### src/rtl/boothmul_r4.sv
// Sequential radix-4 Booth multiplier: retires two multiplier bits per clock.
// Supports signed and unsigned operands, odd widths, and valid/ready on both sides.
module boothmul_r4 #(
  parameter int A1_LEN = 32,
  parameter int A2_LEN = 32
) (
  input  logic                     clk,
  input  logic                     rst,
  input  logic                     in_valid,
  output logic                     in_ready,
  input  logic [A1_LEN-1:0]        a1,
  input  logic [A2_LEN-1:0]        a2,
  input  logic                     sgn,
  output logic                     out_valid,
  input  logic                     out_ready,
  output logic [A1_LEN+A2_LEN-1:0] outn
);

  localparam int A2E  = ((A2_LEN + 1) % 2 == 0) ? (A2_LEN + 1) : (A2_LEN + 2);
  localparam int ITER = A2E / 2;
  localparam int AW   = A1_LEN + 2;
  localparam int PW   = AW + A2E + 1;
  localparam int OW   = A1_LEN + A2_LEN;
  localparam int CW   = $clog2(ITER + 1);
  localparam int XW   = A2E - A2_LEN;

  typedef enum logic [1:0] {IDLE = 2'd0, RUN = 2'd1, DONE = 2'd2} state_t;

  state_t          state_r, state_s;
  logic [PW-1:0]   p_r, p_next_s;
  logic [AW-1:0]   m_r, pp_s;
  logic [AW:0]     sum_s;
  logic [CW-1:0]   cnt_r;
  logic            in_ready_r, in_ready_s;
  logic            out_valid_r, out_valid_s;
  logic [OW-1:0]   outn_r, outn_s;
  logic            accept_s, last_s;
  logic [AW-1:0]   m_load_s;
  logic [A2E-1:0]  a2_ext_s;

  function automatic logic [AW-1:0] booth_pp(input logic [2:0] trip, input logic [AW-1:0] m);
    logic [AW-1:0] m2;
    m2 = m << 1;
    case (trip)
      3'b000, 3'b111: booth_pp = '0;
      3'b001, 3'b010: booth_pp = m;
      3'b011:         booth_pp = m2;
      3'b100:         booth_pp = -m2;
      3'b101, 3'b110: booth_pp = -m;
      default:        booth_pp = '0;
    endcase
  endfunction

  assign accept_s  = in_valid && in_ready_r;
  assign last_s    = (cnt_r == CW'(ITER - 1));
  assign in_ready  = in_ready_r;
  assign out_valid = out_valid_r;
  assign outn      = outn_r;

  // Operand extension, partial-product add and 2-bit arithmetic shift.
  always_comb begin
    m_load_s = '0;
    a2_ext_s = '0;
    if (sgn) begin
      m_load_s = {{2{a1[A1_LEN-1]}}, a1};
      a2_ext_s = {{XW{a2[A2_LEN-1]}}, a2};
    end else begin
      m_load_s = {2'b00, a1};
      a2_ext_s = {{XW{1'b0}}, a2};
    end
    pp_s     = booth_pp(p_r[2:0], m_r);
    sum_s    = {pp_s[AW-1], pp_s} + {p_r[PW-1], p_r[PW-1 -: AW]};
    // Sign bit of the AW+1-bit sum is duplicated once; the second copy would be redundant.
    p_next_s = {sum_s[AW], sum_s, p_r[A2E:2]};
  end

  // State register.
  always_ff @(posedge clk or posedge rst) begin
    if (rst) begin
      state_r <= IDLE;
    end else begin
      state_r <= state_s;
    end
  end

  // Next-state logic.
  always_comb begin
    state_s = state_r;
    case (state_r)
      IDLE: begin
        if (accept_s) state_s = RUN;
        else          state_s = IDLE;
      end
      RUN: begin
        if (last_s) state_s = DONE;
        else        state_s = RUN;
      end
      DONE: begin
        if (out_ready) state_s = IDLE;
        else           state_s = DONE;
      end
      default: state_s = IDLE;
    endcase
  end

  // Next values of the registered handshake and result outputs.
  always_comb begin
    in_ready_s  = in_ready_r;
    out_valid_s = out_valid_r;
    outn_s      = outn_r;
    case (state_r)
      IDLE: begin
        if (accept_s) in_ready_s = 1'b0;
        else          in_ready_s = 1'b1;
      end
      RUN: begin
        in_ready_s = 1'b0;
        if (last_s) begin
          out_valid_s = 1'b1;
          outn_s      = p_next_s[OW:1];
        end else begin
          out_valid_s = 1'b0;
        end
      end
      DONE: begin
        if (out_ready) begin
          out_valid_s = 1'b0;
          in_ready_s  = 1'b1;
        end else begin
          out_valid_s = 1'b1;
          in_ready_s  = 1'b0;
        end
      end
      default: begin
        in_ready_s  = 1'b0;
        out_valid_s = 1'b0;
      end
    endcase
  end

  // Output and datapath registers.
  always_ff @(posedge clk or posedge rst) begin
    if (rst) begin
      in_ready_r  <= 1'b0;
      out_valid_r <= 1'b0;
      outn_r      <= '0;
      p_r         <= '0;
      m_r         <= '0;
      cnt_r       <= '0;
    end else begin
      in_ready_r  <= in_ready_s;
      out_valid_r <= out_valid_s;
      outn_r      <= outn_s;
      if (state_r == IDLE && accept_s) begin
        m_r   <= m_load_s;
        p_r   <= {{AW{1'b0}}, a2_ext_s, 1'b0};
        cnt_r <= '0;
      end else if (state_r == RUN) begin
        p_r   <= p_next_s;
        cnt_r <= cnt_r + CW'(1);
      end
    end
  end

endmodule

### config.mk
export PLATFORM = sky130hd
export DESIGN_NAME = boothmul_r4
export DESIGN_NICKNAME = d
export VERILOG_FILES = /design/src/rtl/boothmul_r4.sv
export SDC_FILE = /design/constraint.sdc
export NUM_CORES = 1
export LEC_CHECK = 0
export ABC_CLOCK_PERIOD_IN_PS = 6450
export CAP_MARGIN = 25
export CORE_ASPECT_RATIO = 0.9
export CORE_UTILIZATION = 57
export DETAILED_ROUTE_END_ITERATION = 10
export PLACE_DENSITY = 0.84
export SYNTH_ARGS = -nofsm -noshare
export SYNTH_HDL_FRONTEND = slang
export SYNTH_SLANG_ARGS = --single-unit
### constraint.sdc
create_clock -name clk -period 6.45 [get_ports clk]
set_input_delay 1.29 -clock clk [delete_from_list [all_inputs] [get_ports clk]]
set_output_delay 1.29 -clock clk [all_outputs]
set_load 0.1 [all_outputs]
======== After elaboration in Yosys (flattened, before gate mapping) ========
Index checks and enable logic that the tools add are counted.
word-level totals
  output and inout port bits .............. 66
  logic and storage cells ................. 47
  flip-flop bits (word level) ............. 176
  input bits .............................. 69
operators by class
  add/subtract/negate cells ............... 4
  muxes and demuxes ....................... 17
  reduce and logical (&&, ||, !) cells .... 9
  equality and inequality tests ........... 10
operators by type and width
  cell                 number
  $pmux 34 s5          1
  $mux 69              2
  $mux 34              2
  $neg 34->34          2
  $add 34x34->35       1
  $eq 3x3->1 const B   4
  $mux 5               2
  $eq 3x2->1 const B   2
  $pmux 2 s3           1
  $reduce_or 2->1      3
  $add 5x1->5 const B  1
  $eq 5x5->1 const B   1
  $mux 1               5
  $mux 2               2
  $eq 3x1->1 const B   1
  $logic_not 3->1      1
  $pmux 1 s3           1
  $eq 2x1->1 const B   1
  $eq 2x2->1 const B   1
  $logic_and 1x1->1    2
  $logic_not 2->1      1
  $pmux 1 s2           1
  $reduce_and 2->1     1
  $reduce_bool 2->1    1

======== Depth between registers and ports, before layout ========
Gate-level depths: netlist of run 1.
  depth after elaboration ................. 6
  gate-level depth with buffers ........... 19
  gate-level depth less buffers ........... 18

======== Worst setup path before layout of run 1 ========
No wires, ideal clock.
  kind .................................... reg-to-reg
  start point ............................. register m_r[17]
  end point ............................... register outn_r[62], in the netlist outn[62]
  arrival ................................. 3,989 ps
  period minus slack after synthesis ...... 4,115 ps
  cell stages (with the launch flop) ...... 18
  required time ........................... 6,324 ps
  setup slack ............................. 2,335 ps
  setup time .............................. 126 ps
  path buffers ............................ 1
  cells stage by stage .................... dfrtp_1 or3_4 nor4_4 nor3b_4 nand2_1 or3_1 nand2_1 xor2_1 o221ai_1 ha_1 clkbuf_1 a21o_1 a21o_1 a221oi_1 o211ai_1 a41oi_1 xnor2_1 mux2_2
between the ends
  word-level cells in the longest chain between the ends .. 3
  elaborated cells on any way between the ends .. 4
  those cells by class .................... add/sub: 3; mux: 1
RTL lines
  item                            line    text
  from (decl)                     31      logic [AW-1:0] m_r, pp_s;
  from (signal assigned)          155     m_r <= m_load_s;
  $neg 34->34 (on tied branches)  49, 48
  $pmux 34 s5 *                   44      case (trip)
  $add 34x34->35 *                72      sum_s = {pp_s[AW-1], pp_s} + {p_r[PW-1], p_r[PW-1 -: AW]};
  to (signal assigned)            153     outn_r <= outn_s;
  to (decl)                       36      logic [OW-1:0] outn_r, outn_s;
Every way passes the cells marked *; elsewhere a longest branch is shown, timed or not.
A chain may end at the register's enable or synchronous reset.

======== Final worst setup path of run 1 ========
  start point ............................. register p_r[1]
  end point ............................... register outn_r[61], in the netlist outn[61]
between the ends
  word-level cells in the longest chain between the ends .. 4
  elaborated cells on any way between the ends .. 13
  those cells by class .................... add/sub: 1; eq/ne: 7; mux: 1; reduce/logical: 4
RTL lines
  item                                      line  text
  from (decl)                               30    logic [PW-1:0] p_r, p_next_s;
  from (signal assigned)                    156   p_r <= {{AW{1'b0}}, a2_ext_s, 1'b0};
  from (signal assigned)                    159   p_r <= p_next_s;
  $eq 3x3->1, or another cell as far along  44
  $reduce_or 2->1                           44
  $pmux 34 s5 *                             44
  $add 34x34->35 *                          72
Marked as above.

==> results of run 1 <==
==> routing by layer <==
| metal | vias to the layer above | share of wire (%) |
|---|---|---|
| met5 | - | 0 |
| met4 | 0 | 2.4 |
| met3 | 47 | 6.2 |
| met2 | 346 | 47 |
| met1 | 4446 | 44 |
| li1 | 4386 | - |
==> sequential cells by signal, summed over array words and instances, names as in the netlist <==
| signal | flops |
|---|---|
| in_ready | 1 |
| m_r | 33 |
| out_valid | 1 |
| state_r | 2 |
| outn | 64 |
| cnt_r | 5 |
| p_r | 68 |
==> how the worst max path moves through the flow <==
stage / slack [ns] / startpoint / to / depth (start not counted)
floorplan: 0.44 / rst / cnt_r[0] / 1
global placement: 1.83 / p_r[2] / outn[61] / 16
detailed placement: 1.79 / m_r[4] / outn[61] / 14
CTS: 1.75 / m_r[4] / outn[61] / 14
global route: 1.37 / m_r[0] / outn[61] / 15
finish: 1.61 / p_r[1] / outn[61] / 14
==> cell usage in the layout (no fill, tap or decap), types with 23 or more instances in the layout <==
master	count
sky130_fd_sc_hd__clkdlybuf4s50_1	134
sky130_fd_sc_hd__mux2i_1	56
sky130_fd_sc_hd__xnor2_1	31
sky130_fd_sc_hd__o21ai_0	126
sky130_fd_sc_hd__dfrtp_1	174
sky130_fd_sc_hd__ha_1	40
sky130_fd_sc_hd__xor2_1	36
sky130_fd_sc_hd__mux2_2	48
sky130_fd_sc_hd__a21oi_1	56
sky130_fd_sc_hd__nor2_1	79
sky130_fd_sc_hd__nand2_1	226
sky130_fd_sc_hd__inv_1	23
==> worst max-delay path, delay by kind of cell, from the launching register on <==
family,cells,cell delay (ns)
AOI/OAI and AO/OA,9,2.22
xor gates and xnor gates,1,0.21
adders and majority gates,1,0.38
DFF,1,0.76
and+or+nand+nor,3,1.09
==> per-stage QoR <==
stage	instance area [sq um]	worst slack [ns]
2_1_floorplan	10610	0.4432
3_3_place_gp	12070	1.831
3_5_place_dp	12070	1.791
4_1_cts	12670	1.752
5_1_grt	12670	1.368
6_report	12670	1.612
==> cell families (layout without fill, tap and decap cells) <==
logic type,Yosys count,in the layout
mux,104,104
buf+inv,100,200
flops,174,174
fa+ha+maj,42,42
compound gates,292,292
simple gates,418,418
xor+xnor,67,67
==> area by class of cell <==
cell class	instances	area share, %
inverter	24	0.7504
clock inverter	15	1.392
clock buffer	17	3.357
multi-input combinational	923	46.59
timing repair buffer	144	11.18
sequential	174	34.36
tap	240	2.370
==> results.cfg, run 1 <==
[outcome]
result_of_the_run = finished, final reports clean

[setup_path]
crit_type = reg2reg
timing.critical_path.fanout_max = 21
critical-path-max-stage-delay_ns = 0.76
slowest_stage = sky130_fd_sc_hd__dfrtp_1
critical_path.reg2reg.endpoint = outn[61]
cp_cell_sequence = and2_1, nand2_1, nand2_1, a22oi_1, o21ai_0, ha_1, a21o_1, a21oi_1, a21oi_1, o31ai_1, o311ai_1, a221o_1, xnor2_1, o21ai_0
source_of_the_worst_register_to_register_timing_path = p_r[1]
cp.arrival_ns = 5.12
endpoint_kind = flop
cp.required_ns = 6.73
r2r.worst_path.cells = 14
type_of_origin_of_the_critical_path = flop
timing.reg2reg.setup_slack_ns = 1.61

[timing]
finalWorstPathRequiredPeriod_ns = 4.838
timing.slew.headroom_pct = 31.23
slew_viol_final = 0
total_neg_setup_slack_ns = 0
max_clock_freq_ghz = 0.2067
grt_setup_unrepaired = false
setup_violations = 0
clock_skew_ns = 0.01128
period_share_pct = 75.01
finalHoldViolations = 0
worstMarginPinSlew_ns = 1.028
holdWs_ns = 0.4792

[logic_synthesis]
ys.warnings.count = 0
synthTopCellsByCount = sky130_fd_sc_hd__nand2_1 (227), sky130_fd_sc_hd__dfrtp_1 (174), sky130_fd_sc_hd__o21ai_0 (126)
syn_area_per_cell_sq_um = 8.866
combinational_family_with_the_most_area_after_synthesis = simple AND/OR/NAND/NOR gates
mappedNetlistArea_sq_um = 10610
synth_xor_area_share_pct = 5.529
synth_edf_count = 0
synth_most_common_cell = sky130_fd_sc_hd__nand2_1
yosys.area_share.adder_pct = 5.022
postSynthRegisterBits = 174
synth_simple_gate_area_share_pct = 17.68
synth_largest_area_cell = sky130_fd_sc_hd__dfrtp_1
synth_compound_gate_area_share_pct = 16.79
synth_top_flop_cell = sky130_fd_sc_hd__dfrtp_1
ys_top_cells_by_area = sky130_fd_sc_hd__dfrtp_1 (41%), sky130_fd_sc_hd__nand2_1 (8.0%), sky130_fd_sc_hd__o21ai_0 (5.9%)
synthesis.instances = 1197
yosys-mux-area-fraction_pct = 10.37
syn-num-nets = 1308
synth.top_cell.area_share_pct = 41.03
async_reset_ff_share_pct = 100.0
yosys.cell_types.count = 66
synth.yosys.seq_area_share_pct = 41.03

[detailed_routing]
detail_route.vias_per_cell = 6.002
remaining_drc_errors = 0
detail_route.first_pass.iterations = 5
ant_nets = 0
wire_per_inst_um = 17.92
initial_drc_count = 745
route.final.wire_length_mm = 27.54
routed-via-count = 9225

[floorplan]
ioPinCount = 135
fp.coreArea_sq_um = 17900
row_count = 46
die_width_um = 145.8
fp.dieArea_sq_um = 19170
chipHeight_um = 131.5
start_util_pct = 59.29

[placed_design]
dp.cells = 1505
dpl.hpwl_mm = 19.44
numPortBuffers = 134
gp_congestion = 0.9583

[grt]
grt_max_degree = 87
wire_length_of_the_first_global_routing_pass_mm = 45.09
global_route.overflow_total = 0
number_of_global_route_vias_before_repair = 8816
antenna_found_initial = 0
grtUsageTotal_pct = 29.29
met1_capacity_usage_during_global_routing_pct = 40.11
global_route.usage.met2_pct = 47.26
grt-busiest-layer = met2
m3_gr_usage_pct = 5.243

[hold_path]
timing.hold.worst.start = outn[56]
hold_class = reg2reg
min_delay_worst_endpoint = outn[56]
hold-path-cell-count = 2

[flow_run]
cap_viol_max_count = 0

[clock_network]
cts-buffers-inserted = 17
postCtsSetupBuffers = 0
cts.repair.resized = 0
htree_num_levels = 4
clock-sinks = 174
clock_pin_slew_on_the_worst_setup_and_hold_paths_ns = 0.07
cts.root.buffer_cell = sky130_fd_sc_hd__clkbuf_16
clk-insertion-delay-late_ns = 0.43
ctsHoldBuffers = 0
largest_buffer_count_on_any_clock_path = 2
tritoncts_clock_tree = done

[finish]
finish.utilization_pct = 70.80
antenna_cells = 0
final_cell_count_no_fill = 1537
multi_input_logic_area_sq_um = 5904
final_net_count = 1395
seqCellArea_sq_um = 4354
layout.filler_cells = 1340
area_growth_from_synthesis_to_layout_pct = 19.41
fraction_of_layout_instances_using_a_drive_strength_above_1_pct = 8.404
Power of run 1 is not shown: default switching activity piles up to over one toggle a cycle in this logic, so the estimate is an artifact.
==> run 2, diff against run 1 <==
==> config.mk (replaced) <==
export PLATFORM = sky130hd
export DESIGN_NAME = boothmul_r4
export DESIGN_NICKNAME = d
export VERILOG_FILES = /design/src/rtl/boothmul_r4.sv
export SDC_FILE = /design/constraint.sdc
export NUM_CORES = 1
export LEC_CHECK = 0
export ABC_CLOCK_PERIOD_IN_PS = 3870
export CAP_MARGIN = 25
export CORE_ASPECT_RATIO = 0.9
export CORE_UTILIZATION = 51
export DETAILED_ROUTE_END_ITERATION = 10
export PLACE_DENSITY = 0.79
export SYNTH_ARGS = -nofsm -noshare
export SYNTH_HDL_FRONTEND = slang
export SYNTH_SLANG_ARGS = --single-unit
==> constraint.sdc (replaced) <==
create_clock -name clk -period 3.87 [get_ports clk]
set_input_delay 0.774 -clock clk [delete_from_list [all_inputs] [get_ports clk]]
set_output_delay 0.774 -clock clk [all_outputs]
set_load 0.1 [all_outputs]
==> run 2 against run 1 <==
Against the previous run:
- the run now ends with setup timing left
- via count grew 8.8%
- flip-flop and latch count is the same
- register-to-register slack lost 1.9 ns
- core utilization grew 4.6 points
- final cell count grew 14%
- die area grew 12%
==> results.cfg, run 2 (same netlist as run 1, synthesis figures left out) <==
[outcome]
result_of_the_run = complete, but fails checks
violations = setup timing

[finish]
final_cell_count_no_fill = 1747
antenna_cells = 0
final_net_count = 1590
multi_input_logic_area_sq_um = 6766
layout.filler_cells = 1393
registers.top_by_ff_count = p_r
layout.cells.most_common_list = sky130_fd_sc_hd__nand2_1 (217), sky130_fd_sc_hd__buf_4 (183), sky130_fd_sc_hd__dfrtp_1 (174)
fraction_of_layout_instances_using_a_drive_strength_above_1_pct = 28.42
area_growth_from_synthesis_to_layout_pct = 43.24
final_common_cell = sky130_fd_sc_hd__nand2_1
seqCellArea_sq_um = 4354
stdcell_area_sq_um = 15200
largest_register_ffs = 68

[detailed_routing]
detail_route.first_pass.iterations = 5
route.final.wire_length_mm = 32.05
routed-via-count = 10040
wire_per_inst_um = 18.34
ant_nets = 0
remaining_drc_errors = 0
initial_drc_count = 719
detail_route.vias_per_cell = 5.746

[timing]
slew_viol_final = 0
total_neg_setup_slack_ns = -4.243
finalWorstSetupSlack_ns = -0.3363
worstMarginPinSlew_ns = 1.027
max_clock_freq_ghz = 0.2377
finalWorstPathRequiredPeriod_ns = 4.206
clock_skew_ns = 0.01719
setup_violations = 30
timing.slew.headroom_pct = 31.30
holdWs_ns = 0.4879
grt_setup_unrepaired = true
period_share_pct = 108.7
finalHoldViolations = 0

[placed_design]
placed_area_sq_um = 13450
numPortBuffers = 134
gp_congestion = 0.8958
dp.cells = 1690
dpl.hpwl_mm = 21.51

[clock_network]
htree_num_levels = 4
cts.root.buffer_cell = sky130_fd_sc_hd__clkbuf_16
clk-insertion-delay-late_ns = 0.44
largest_buffer_count_on_any_clock_path = 2
clock-sinks = 174
clock_pin_slew_on_the_worst_setup_and_hold_paths_ns = 0.08
tritoncts_clock_tree = done
cts-buffers-inserted = 17

[setup_path]
cp.arrival_ns = 4.53
endpoint_kind = flop
critical_path_buf_inv_count = 2
critical-path-max-stage-delay_ns = 0.41
critical_path.reg2reg.endpoint = p_r[66]
timing.reg2reg.setup_slack_ns = -0.34
slowest_stage = sky130_fd_sc_hd__dfrtp_1
crit_type = reg2reg
source_of_the_worst_register_to_register_timing_path = m_r[6]
crit_family = compound AO/OA/AOI/OAI gates
type_of_origin_of_the_critical_path = flop
cp.required_ns = 4.20
crit_start = m_r[6]
timing.critical_path.fanout_max = 6
cp_cell_sequence = nor3_4, nand4_1, buf_4, or3_4, or3_4, xor2_1, a221o_1, ha_4, o21a_1, nor2_1, o21ai_1, o31ai_2, buf_4, o311ai_4, a221o_1, nor3_2, a211o_1
r2r.worst_path.cells = 17

[grt]
antenna_found_initial = 0
global_route.overflow_total = 0
grtUsageTotal_pct = 29.30
number_of_global_route_vias_before_repair = 9821
grt_max_degree = 175
wire_length_of_the_first_global_routing_pass_mm = 49.82

[floorplan]
fp.dieArea_sq_um = 21390
chipHeight_um = 138.9
fp.coreArea_sq_um = 20170
die_width_um = 154.1
ioPinCount = 135
row_count = 49
start_util_pct = 52.61

[hold_path]
min_delay_worst_endpoint = outn[37]
timing.hold.worst.start = outn[37]
hold_class = reg2reg
hold-path-cell-count = 2

[flow_run]
cap_viol_max_count = 0
-- run 2: worst reg2reg max path, cell delays in order, from the launching register on --
cell	delay [ns]
sky130_fd_sc_hd__dfrtp_1	0.41
sky130_fd_sc_hd__nor3_4	0.23
sky130_fd_sc_hd__nand4_1	0.22
sky130_fd_sc_hd__buf_4	0.21
sky130_fd_sc_hd__or3_4	0.34
sky130_fd_sc_hd__or3_4	0.35
sky130_fd_sc_hd__xor2_1	0.15
sky130_fd_sc_hd__a221o_1	0.34
sky130_fd_sc_hd__ha_4	0.36
sky130_fd_sc_hd__o21a_1	0.14
sky130_fd_sc_hd__nor2_1	0.04
sky130_fd_sc_hd__o21ai_1	0.17
sky130_fd_sc_hd__o31ai_2	0.10
sky130_fd_sc_hd__buf_4	0.16
sky130_fd_sc_hd__o311ai_4	0.27
sky130_fd_sc_hd__a221o_1	0.31
sky130_fd_sc_hd__nor3_2	0.06
sky130_fd_sc_hd__a211o_1	0.24
-- run 2: per-layer routing --
metal / vias up / wire length (um) / global-route usage [%]
met5: - / 0 / 0
met4: 0 / 1139 / 11.79
met3: 72 / 1823 / 5.375
met2: 365 / 15540 / 47.75
met1: 4840 / 13550 / 38.58
li1: 4762 / - / -
-- run 2: layout make-up --
class,instances,area share (%)
clock inverters,15,1.556
flip-flops and latches,174,28.64
repair buffers,339,19.78
multi-input cells,923,44.51
inverters,24,0.6173
clock buffers,17,2.798
well taps,255,2.099
-- run 2: worst max-delay path by stage --
| stage | endpoint | slack, ns | cells past startpoint |
|---|---|---|---|
| 2_1_floorplan | outn[62] | -0.13 | 17 |
| 3_3_place_gp | outn[62] | -0.31 | 18 |
| 3_5_place_dp | outn[62] | -0.38 | 18 |
| 4_1_cts | outn[62] | -0.19 | 16 |
| 5_1_grt | outn[61] | -0.50 | 17 |
| 6_report | p_r[66] | -0.34 | 17 |
-- run 2: per-stage QoR --
stage          worst slack (ns)  utilization [%]
2_1_floorplan           -0.1261                -
3_3_place_gp            -0.3148            66.68
3_5_place_dp            -0.3816            66.68
4_1_cts                 -0.1863            72.24
5_1_grt                 -0.4978            75.37
6_report                -0.3363            75.37
-- run 2: what timing repair did --
| item | CTS | global route |
|---|---|---|
| endpoints found under the setup margin | 33 | 36 |
| gates cloned | 0 | 0 |
| pin swaps | 27 | 52 |
| setup buffers | 16 | 16 |
| gates resized for setup | 85 | 122 |
| hold buffers | 0 | 0 |
Power of run 2 is left out for the same reason.
==> run 3, diff against run 2 <==
--- a/config.mk
+++ b/config.mk
@@ -6,11 +6,12 @@
 export NUM_CORES = 1
 export LEC_CHECK = 0
 export ABC_CLOCK_PERIOD_IN_PS = 3870
-export CAP_MARGIN = 25
+export CAP_MARGIN = 10
 export CORE_ASPECT_RATIO = 0.9
 export CORE_UTILIZATION = 51
 export DETAILED_ROUTE_END_ITERATION = 10
 export PLACE_DENSITY = 0.79
+export SETUP_SLACK_MARGIN = 0.5
 export SYNTH_ARGS = -nofsm -noshare
 export SYNTH_HDL_FRONTEND = slang
 export SYNTH_SLANG_ARGS = --single-unit
==> run 3 against run 2 <==
Against the previous run:
- design area increased by 0.30%
- critical path type unchanged
- hold slack got worse by 0.0036 ns
- largest cell class unchanged
- critical endpoint unchanged
- the flow still finishes with violations (setup timing)
- count of clock-buffer cells in the layout unchanged
==> results.cfg, run 3 (same netlist as run 1, synthesis figures left out) <==
[timing]
finalWorstPathRequiredPeriod_ns = 4.111
grt_setup_unrepaired = true
worstMarginPinSlew_ns = 1.017
max_clock_freq_ghz = 0.2432
slew_viol_final = 0
finalWorstSetupSlack_ns = -0.2415
clock_skew_ns = 0.01485
timing.slew.headroom_pct = 32.00
setup_violations = 25
period_share_pct = 106.2
finalHoldViolations = 0

[placed_design]
gp_congestion = 0.9485
dpl.hpwl_mm = 21.63
numPortBuffers = 134
placed_area_sq_um = 13500
placement.setup.worst_slack_ns = -0.08309

[grt]
m3_gr_usage_pct = 4.875
global_route.usage.met2_pct = 47.13
grt-busiest-layer = met2
wire_length_of_the_first_global_routing_pass_mm = 49.42
antenna_found_initial = 0
met1_capacity_usage_during_global_routing_pct = 39.08
grt_max_degree = 175
number_of_global_route_vias_before_repair = 9688
global_route.overflow_total = 0
grtUsageTotal_pct = 29.21

[outcome]
violations = setup timing
result_of_the_run = complete, but fails checks

[detailed_routing]
routed-via-count = 10170
initial_drc_count = 713
detail_route.vias_per_cell = 5.857
wire_per_inst_um = 18.98
detail_route.first_pass.iterations = 6
route.final.wire_length_mm = 32.97
remaining_drc_errors = 0
ant_nets = 0

[floorplan]
fp.dieArea_sq_um = 21390
start_util_pct = 52.61
row_count = 49
ioPinCount = 135
chipHeight_um = 138.9
die_width_um = 154.1
fp.coreArea_sq_um = 20170

[clock_network]
cts.root.buffer_cell = sky130_fd_sc_hd__clkbuf_16
cts-buffers-inserted = 17
htree_num_levels = 4
clk-insertion-delay-late_ns = 0.45
clock-sinks = 174
clock_pin_slew_on_the_worst_setup_and_hold_paths_ns = 0.08
ctsHoldBuffers = 0
largest_buffer_count_on_any_clock_path = 2
tritoncts_clock_tree = done

[finish]
final_common_cell = sky130_fd_sc_hd__nand2_1
fraction_of_layout_instances_using_a_drive_strength_above_1_pct = 29.82
registers.top_by_ff_count = p_r
final_net_count = 1580
layout.filler_cells = 1348
layout.cells.most_common_list = sky130_fd_sc_hd__nand2_1 (215), sky130_fd_sc_hd__dfrtp_1 (173), sky130_fd_sc_hd__buf_4 (170)
largest_register_ffs = 68
antenna_cells = 0
finish.utilization_pct = 75.60
stdcell_area_sq_um = 15250
area_growth_from_synthesis_to_layout_pct = 43.68

[setup_path]
timing.critical_path.fanout_max = 5
r2r.worst_path.cells = 17
crit_type = reg2reg
type_of_origin_of_the_critical_path = flop
endpoint_kind = flop
cp.required_ns = 4.20
cp.arrival_ns = 4.44

[flow_run]
cap_viol_max_count = 0

[hold_path]
hold_class = reg2reg
hold-path-cell-count = 2
-- run 3: changes by cell type in the layout (fill, tap and decap cells not counted), moves of 5 or more --
cell                      change
sky130_fd_sc_hd__buf_4       -13
sky130_fd_sc_hd__a21oi_2     +11
sky130_fd_sc_hd__o21ai_0     -10
sky130_fd_sc_hd__o21ai_1      +8
sky130_fd_sc_hd__a21oi_1      -7
sky130_fd_sc_hd__buf_6        +5
sky130_fd_sc_hd__nor2_1       -5
-- run 3: path summary, 6_finish.rpt --
kind	start	end	slack, ns
worst max-delay path	m_r[9]	p_r[66]	-0.24
worst min-delay path	outn[37]	outn[37]	0.48
worst max register to register	m_r[9]	p_r[66]	-0.24
worst min register to register	outn[37]	outn[37]	0.48
max in group asynchronous	rst	p_r[1]	2.23
min in group asynchronous	rst	outn[39]	0.95
-- run 3: cell type report --
type,count,area (sq um),share of cell area [%]
clock inverter,15,210.2,1.379
inverter,24,93.84,0.6154
tap,255,319.1,2.092
timing repair buffer,329,2925,19.18
sequential,174,4355,28.56
multi-input combinational,923,6919,45.38
clock buffer,17,425.4,2.790
-- run 3: repair_timing --
item,CTS,global route
buffers inserted,9,13
gates cloned,0,0
resized for setup,77,134
setup endpoints to repair,45,53
pin swaps,26,58
-- run 3: through the flow --
step | setup TNS [ns] | hold slack (ns) | std cells
finish | -2.238 | 0.4842 | 1737
global route | -5.507 | 0.5217 | 1737
CTS | -0.1074 | 0.4882 | 1724
detailed placement | -0.5596 | 0.4717 | 1683
global placement | -0.1250 | 0.4600 | 1683
floorplan | -0.1580 | 0.4563 | 1197
-- run 3: metal layers --
layer	routed length, um	share of wire, %	vias up
met4	1306	4.0	0
met1	13710	42	4906
met2	15820	48	438
met5	0	0	-
met3	2142	6.5	92
li1	-	-	4738
-- run 3: worst max-delay path, stage by stage, from the launching register on --
cell                       delay (ns)
sky130_fd_sc_hd__dfrtp_1         0.40
sky130_fd_sc_hd__nor3_1          0.26
sky130_fd_sc_hd__nand4_1         0.25
sky130_fd_sc_hd__buf_4           0.22
sky130_fd_sc_hd__or3_4           0.36
sky130_fd_sc_hd__nor3_4          0.16
sky130_fd_sc_hd__xnor2_2         0.10
sky130_fd_sc_hd__a221o_1         0.39
sky130_fd_sc_hd__ha_4            0.31
sky130_fd_sc_hd__o21a_1          0.12
sky130_fd_sc_hd__nor2_1          0.04
sky130_fd_sc_hd__o21ai_1         0.15
sky130_fd_sc_hd__o31ai_2         0.08
sky130_fd_sc_hd__buf_4           0.16
sky130_fd_sc_hd__o311ai_4        0.34
sky130_fd_sc_hd__a221o_1         0.31
sky130_fd_sc_hd__nor3_2          0.07
sky130_fd_sc_hd__a211o_1         0.28
Power of run 3 is left out for the same reason.
==> RTL change 1: new RTL, flow settings as in run 2 <==
One comparison of `cnt_r` changes from == to >=.
--- a/src/rtl/boothmul_r4.sv
+++ b/src/rtl/boothmul_r4.sv
@@ -52,7 +52,7 @@
   endfunction
 
   assign accept_s  = in_valid && in_ready_r;
-  assign last_s    = (cnt_r == CW'(ITER - 1));
+  assign last_s    = (cnt_r >= CW'(ITER - 1));
   assign in_ready  = in_ready_r;
   assign out_valid = out_valid_r;
   assign outn      = outn_r;
Behaviour: same outputs for any inputs over 10 cycles, from zero or initial values and one cycle with rst high; that may be too few to reach the edited logic, so the function may still have changed.
==> RTL change 1 against run 2 <==
  * The flow still finishes with violations (negative setup slack)
  * Sequential cell count unchanged
  * Area after synthesis increased by 3.7%
  * Utilization decreased by 4.4 points
  * Routed wire length is 0.51% lower
  * Worst hold slack gained 0.0033 ns
  * Setup slack gained 0.049 ns
  * Via count grew 2.1%
  * Cell area decreased by 2.2%
  * Critical path type unchanged
Power is left out: the tool's default activity adds up to more than one toggle a clock period on the data nets, which glitch-free logic cannot reach.
==> RTL change 1: results (changes against run 2) <==
synthArstFlopShare: 1.000  # unchanged
syn-num-nets: 1330  # was 1,308
avgViaCountPerCell: 5.830  # was 5.746
finalHoldViolations: 0  # unchanged
firstDrtPassIters: 7  # was 5
cp_top_family: "simple AND/OR/NAND/NOR gates"  # was compound AO/OA/AOI/OAI gates
pre_cts_slack_ns: -0.2215  # was -0.3816 ns
place_hpwl_mm: 21.16  # was 21.51 mm
critPathMaxFanout: 5  # was 6
finClkSkew_ns: 0.01169  # was 0.01719 ns
gp_congestion: 0.9428  # was 0.8958
htreeDepth: 4  # unchanged
nFillCells: 1523  # was 1,393
cts_buffer_depth: 2  # unchanged
ys.warnings.count: 0  # unchanged
placed_cell_area_sq_um: 13420  # was 13,450 sq um
clkLatencyLatePin_ns: 0.45
worst_hold_slack_ns: 0.4912  # was 0.4879 ns
ys_seq_area_frac: 0.3957  # was 0.4103
largest_register: "p_r"  # unchanged
crit_slowest_cell: "or4_4"  # was dfrtp_1
wl_mm: 31.88  # was 32.05 mm
layout-drive-gt1-share: 0.2507  # was 0.2842
synth.area.top_cells: "dfrtp_1 40%, nand2_1 7.3%, mux2i_1 5.5%"  # was dfrtp_1 41%, nand2_1 8.0%, o21ai_0 5.9%
antenna_found_initial: 0  # unchanged
violations: "negative setup slack"  # unchanged
status: "finished with violations"  # unchanged
largest_reg_flops: 68  # unchanged
fin_nets: 1570  # was 1,590
yosys-top-cells-count: "214 x nand2_1, 174 x dfrtp_1, 113 x o21ai_0, 73 x nor2_1, 68 x a21oi_1"  # was 227 x nand2_1, 174 x dfrtp_1, 126 x o21ai_0, 79 x nor2_1, 64 x clkbuf_1
final.setup.worst_slack_ns: -0.2871  # was -0.3363 ns
finalSetupViolCount: 23  # was 30
max_stage_delay_ns: 0.44  # was 0.41 ns
grt_use_total: 0.2871  # was 0.2930
antenna_cells: 0  # unchanged
port_buffers: 134  # unchanged
hold_path.class: "reg2reg"  # unchanged
grt_first_pass_wirelength_mm: 50.24  # was 49.82 mm
cts_buffers: 17  # unchanged
cp.arrival_ns: 4.51  # was 4.53 ns
drt_iter0_drc: 747  # was 719
grt_pass1_vias: 9994  # was 9,821
synth.distinct_cells: 80  # was 66
root_buffer: "clkbuf_16"  # unchanged
relSlewSlack: 0.3150  # was 0.3130
clkTransAtPathRegs_ns: 0.08  # about the same
grt_max_degree: 80  # was 175
RTL change 1: cell types whose count changed after synthesis, moves of 8 or more:
cell / before / now
xnor2_1: 31 / 47
nand2_1: 227 / 214
xor2_1: 36 / 22
o21ai_0: 126 / 113
a21oi_1: 56 / 68
a22oi_1: 16 / 8
RTL change 1: per-layer routing:
metal | GRT usage | up-vias | wire [um]
li1 | - | 4796 | -
met1 | 0.3592 | 4959 | 12770
met3 | 0.06933 | 84 | 2286
met2 | 0.4805 | 410 | 15780
met5 | 0 | - | 0
met4 | 0.1068 | 0 | 1041
RTL change 1: worst paths after layout:
check | from | cells past startpoint | endpoint
max | m_r[8] | 17 | p_r[65]
min in group asynchronous | rst | 3 | state_r[1]
max in group asynchronous | rst | 3 | m_r[8]
max reg2reg | m_r[8] | 17 | p_r[65]
min | out_valid | 2 | out_valid
min reg2reg | out_valid | 2 | out_valid
RTL change 1: repair_timing:
action / CTS / global route
pin swaps: 37 / 48
hold endpoints to repair: 0 / 0
gates resized for setup: 60 / 77
hold buffers: 0 / 0
setup endpoints to repair: 27 / 39
setup buffers: 13 / 21
RTL change 1: cell families after synthesis:
group,after synthesis,synth area share
and+or+nand+nor,414,0.1774
AOI/OAI and AO/OA,301,0.1717
DFF,174,0.3957
muxes,113,0.1087
buffers and inverters,105,0.04173
xor gates and xnor gates,70,0.05640
adders and majority gates,42,0.04844
RTL change 1: cell type report:
type | instances | area [sq um] | area share
tap | 286 | 357.8 | 0.02407
inverter | 25 | 97.59 | 0.006564
timing repair buffer | 301 | 2646 | 0.1780
clock buffer | 17 | 425.4 | 0.02861
multi-input combinational | 940 | 6789 | 0.4566
sequential | 174 | 4354 | 0.2929
clock inverter | 15 | 197.7 | 0.01330
RTL change 1: worst register-to-register path, cell delays in order (launching register included):
cell	delay (ns)
dfrtp_1	0.42
nor4_4	0.35
nand3_2	0.19
buf_6	0.17
nor4_4	0.28
nor3b_2	0.24
nand2b_1	0.14
xor2_1	0.22
o22ai_1	0.11
o21a_1	0.25
ha_4	0.25
and2_4	0.15
a22o_1	0.22
or4_4	0.44
a31oi_4	0.20
o21ai_2	0.10
and3_1	0.16
nor3_1	0.17
RTL change 1: through the flow:
stage | instances | utilization | TNS [ns]
3_3_place_gp | 1692 | 0.6405 | -0.8717
2_1_floorplan | 1219 | - | -0.1065
6_report | 1758 | 0.7094 | -2.440
5_1_grt | 1758 | 0.7094 | -9.201
4_1_cts | 1737 | 0.6846 | -1.055
3_5_place_dp | 1692 | 0.6405 | -2.030
==> RTL change 2: new RTL, config.mk and constraints of run 2 <==
Made on the original files. The parameter `A1_LEN` goes from 32 to 16.
--- a/src/rtl/boothmul_r4.sv
+++ b/src/rtl/boothmul_r4.sv
@@ -1,7 +1,7 @@
 // Sequential radix-4 Booth multiplier: retires two multiplier bits per clock.
 // Supports signed and unsigned operands, odd widths, and valid/ready on both sides.
 module boothmul_r4 #(
-  parameter int A1_LEN = 32,
+  parameter int A1_LEN = 16,
   parameter int A2_LEN = 32
 ) (
   input  logic                     clk,
Ports: changed (resized a1 and outn); port bits go from 135 to 103. The function was not compared with the original's and may differ.
==> RTL change 2 against run 2 <==
  * The flow finishes with violations (design-rule violations)
  * Setup slack gained 0.52 ns
  * Sequential cell count down 48
  * Worst hold slack worse by 0.0060 ns
  * Critical endpoint is now p_r[48]
  * Critical path type unchanged
  * Routed wire length shrank 45%
  * Area after synthesis down 34%
  * Cell area decreased by 41%
  * Final cell count is 41% lower
  * Die area down 34%
  * Critical path depth fell by 3
Power is left out: the tool's default activity adds up to more than one toggle a clock period on the data nets, which glitch-free logic cannot reach.
==> RTL change 2: results (changes against run 2) <==
nFillCells: 1018  # was 1,393
overflow: 0  # unchanged
wl_mm: 17.76  # was 32.05 mm
violations: "design-rule violations"  # was negative setup slack
synth.area.top_cells: "dfrtp_1 45%, mux2_2 6.6%, mux2i_1 6.6%"  # was dfrtp_1 41%, nand2_1 8.0%, o21ai_0 5.9%
signal_buffers: 144  # was 339
synthMuxAreaShare: 0.1316  # was 0.1037
critPathMaxFanout: 10  # was 6
grt_max_degree: 81  # was 175
route.met2.wl_mm: 8.450  # was 15.54 mm
final-clk-cell-share: 0.06574  # was 0.04354
synth-xor-area-share: 0.04250  # was 0.05529
clkLatencyLatePin_ns: 0.42  # was 0.44 ns
placed_cell_area_sq_um: 8381  # was 13,450 sq um
drc_errors: 3  # was 0
port_buffers: 102  # was 134
largest_reg_flops: 52  # was 68
worstMarginPinSlew_ns: 1.037  # was 1.027 ns
syn_inst: 732  # was 1,197
dr_wl_met3_mm: 1.153  # was 1.823 mm
cts_buffer_depth: 2  # unchanged
clkTransAtPathRegs_ns: 0.06  # was 0.08 ns
firstDrtPassIters: 8  # was 5
multi_input_area_share: 0.4060  # was 0.4451
layout-drive-gt1-share: 0.1608  # was 0.2842
status: "finished with violations"  # unchanged
place_hpwl_mm: 12.31  # was 21.51 mm
fin_nets: 924  # was 1,590
vias: 5899  # was 10,039
synth_fa_ha_area_frac: 0.04750  # was 0.05022
gp_congestion: 0.8836  # was 0.8958
ys_seq_area_frac: 0.4500  # was 0.4103
wl_met1_mm: 7.991  # was 13.55 mm
layout.nonclk_buf_frac: 0.1495  # was 0.1978
n_all_inverters: 13  # was 24
crit_slowest_cell: "or3_4"  # was dfrtp_1
synth.distinct_cells: 53  # was 66
cts.sinks: 126  # was 174
synth_compound_area_frac: 0.1479  # was 0.1679
final_cells: 1026  # was 1,747
met3_usage: 0.07565  # was 0.05375
clock_buffers: 20  # was 17
final_area_sq_um: 9021  # was 15,200 sq um
grt_first_pass_wirelength_mm: 29.59  # was 49.82 mm
placedCellCount: 992  # was 1,690
gr-usage-met2: 0.4307  # was 0.4775
## RTL change 2: timing repair
item / in CTS / in global routing
buffers inserted: 0 / 2
resized for setup: 0 / 12
hold endpoints to repair: 0 / 0
endpoints found under the setup margin: 0 / 12
## RTL change 2: final timing paths
check,from,end,slack (ns),depth (start not counted)
max,m_r[5],p_r[48],0.18,14
min,outn[45],outn[45],0.48,2
max reg2reg,m_r[5],p_r[48],0.18,14
min reg2reg,outn[45],outn[45],0.48,2
max in group asynchronous,rst,p_r[50],2.21,3
min in group asynchronous,rst,outn[10],0.57,2
## RTL change 2: critical path: cells and delay by family, from the launching register on
| family | cells | cell delay (ns) |
|---|---|---|
| AND/OR/NAND/NOR | 4 | 1.38 |
| AO/OA/AOI/OAI | 7 | 1.17 |
| flip-flops | 1 | 0.37 |
| adder cells (fa/ha/maj) | 1 | 0.32 |
| XOR/XNOR | 1 | 0.18 |
| buffers and inverters | 1 | 0.15 |
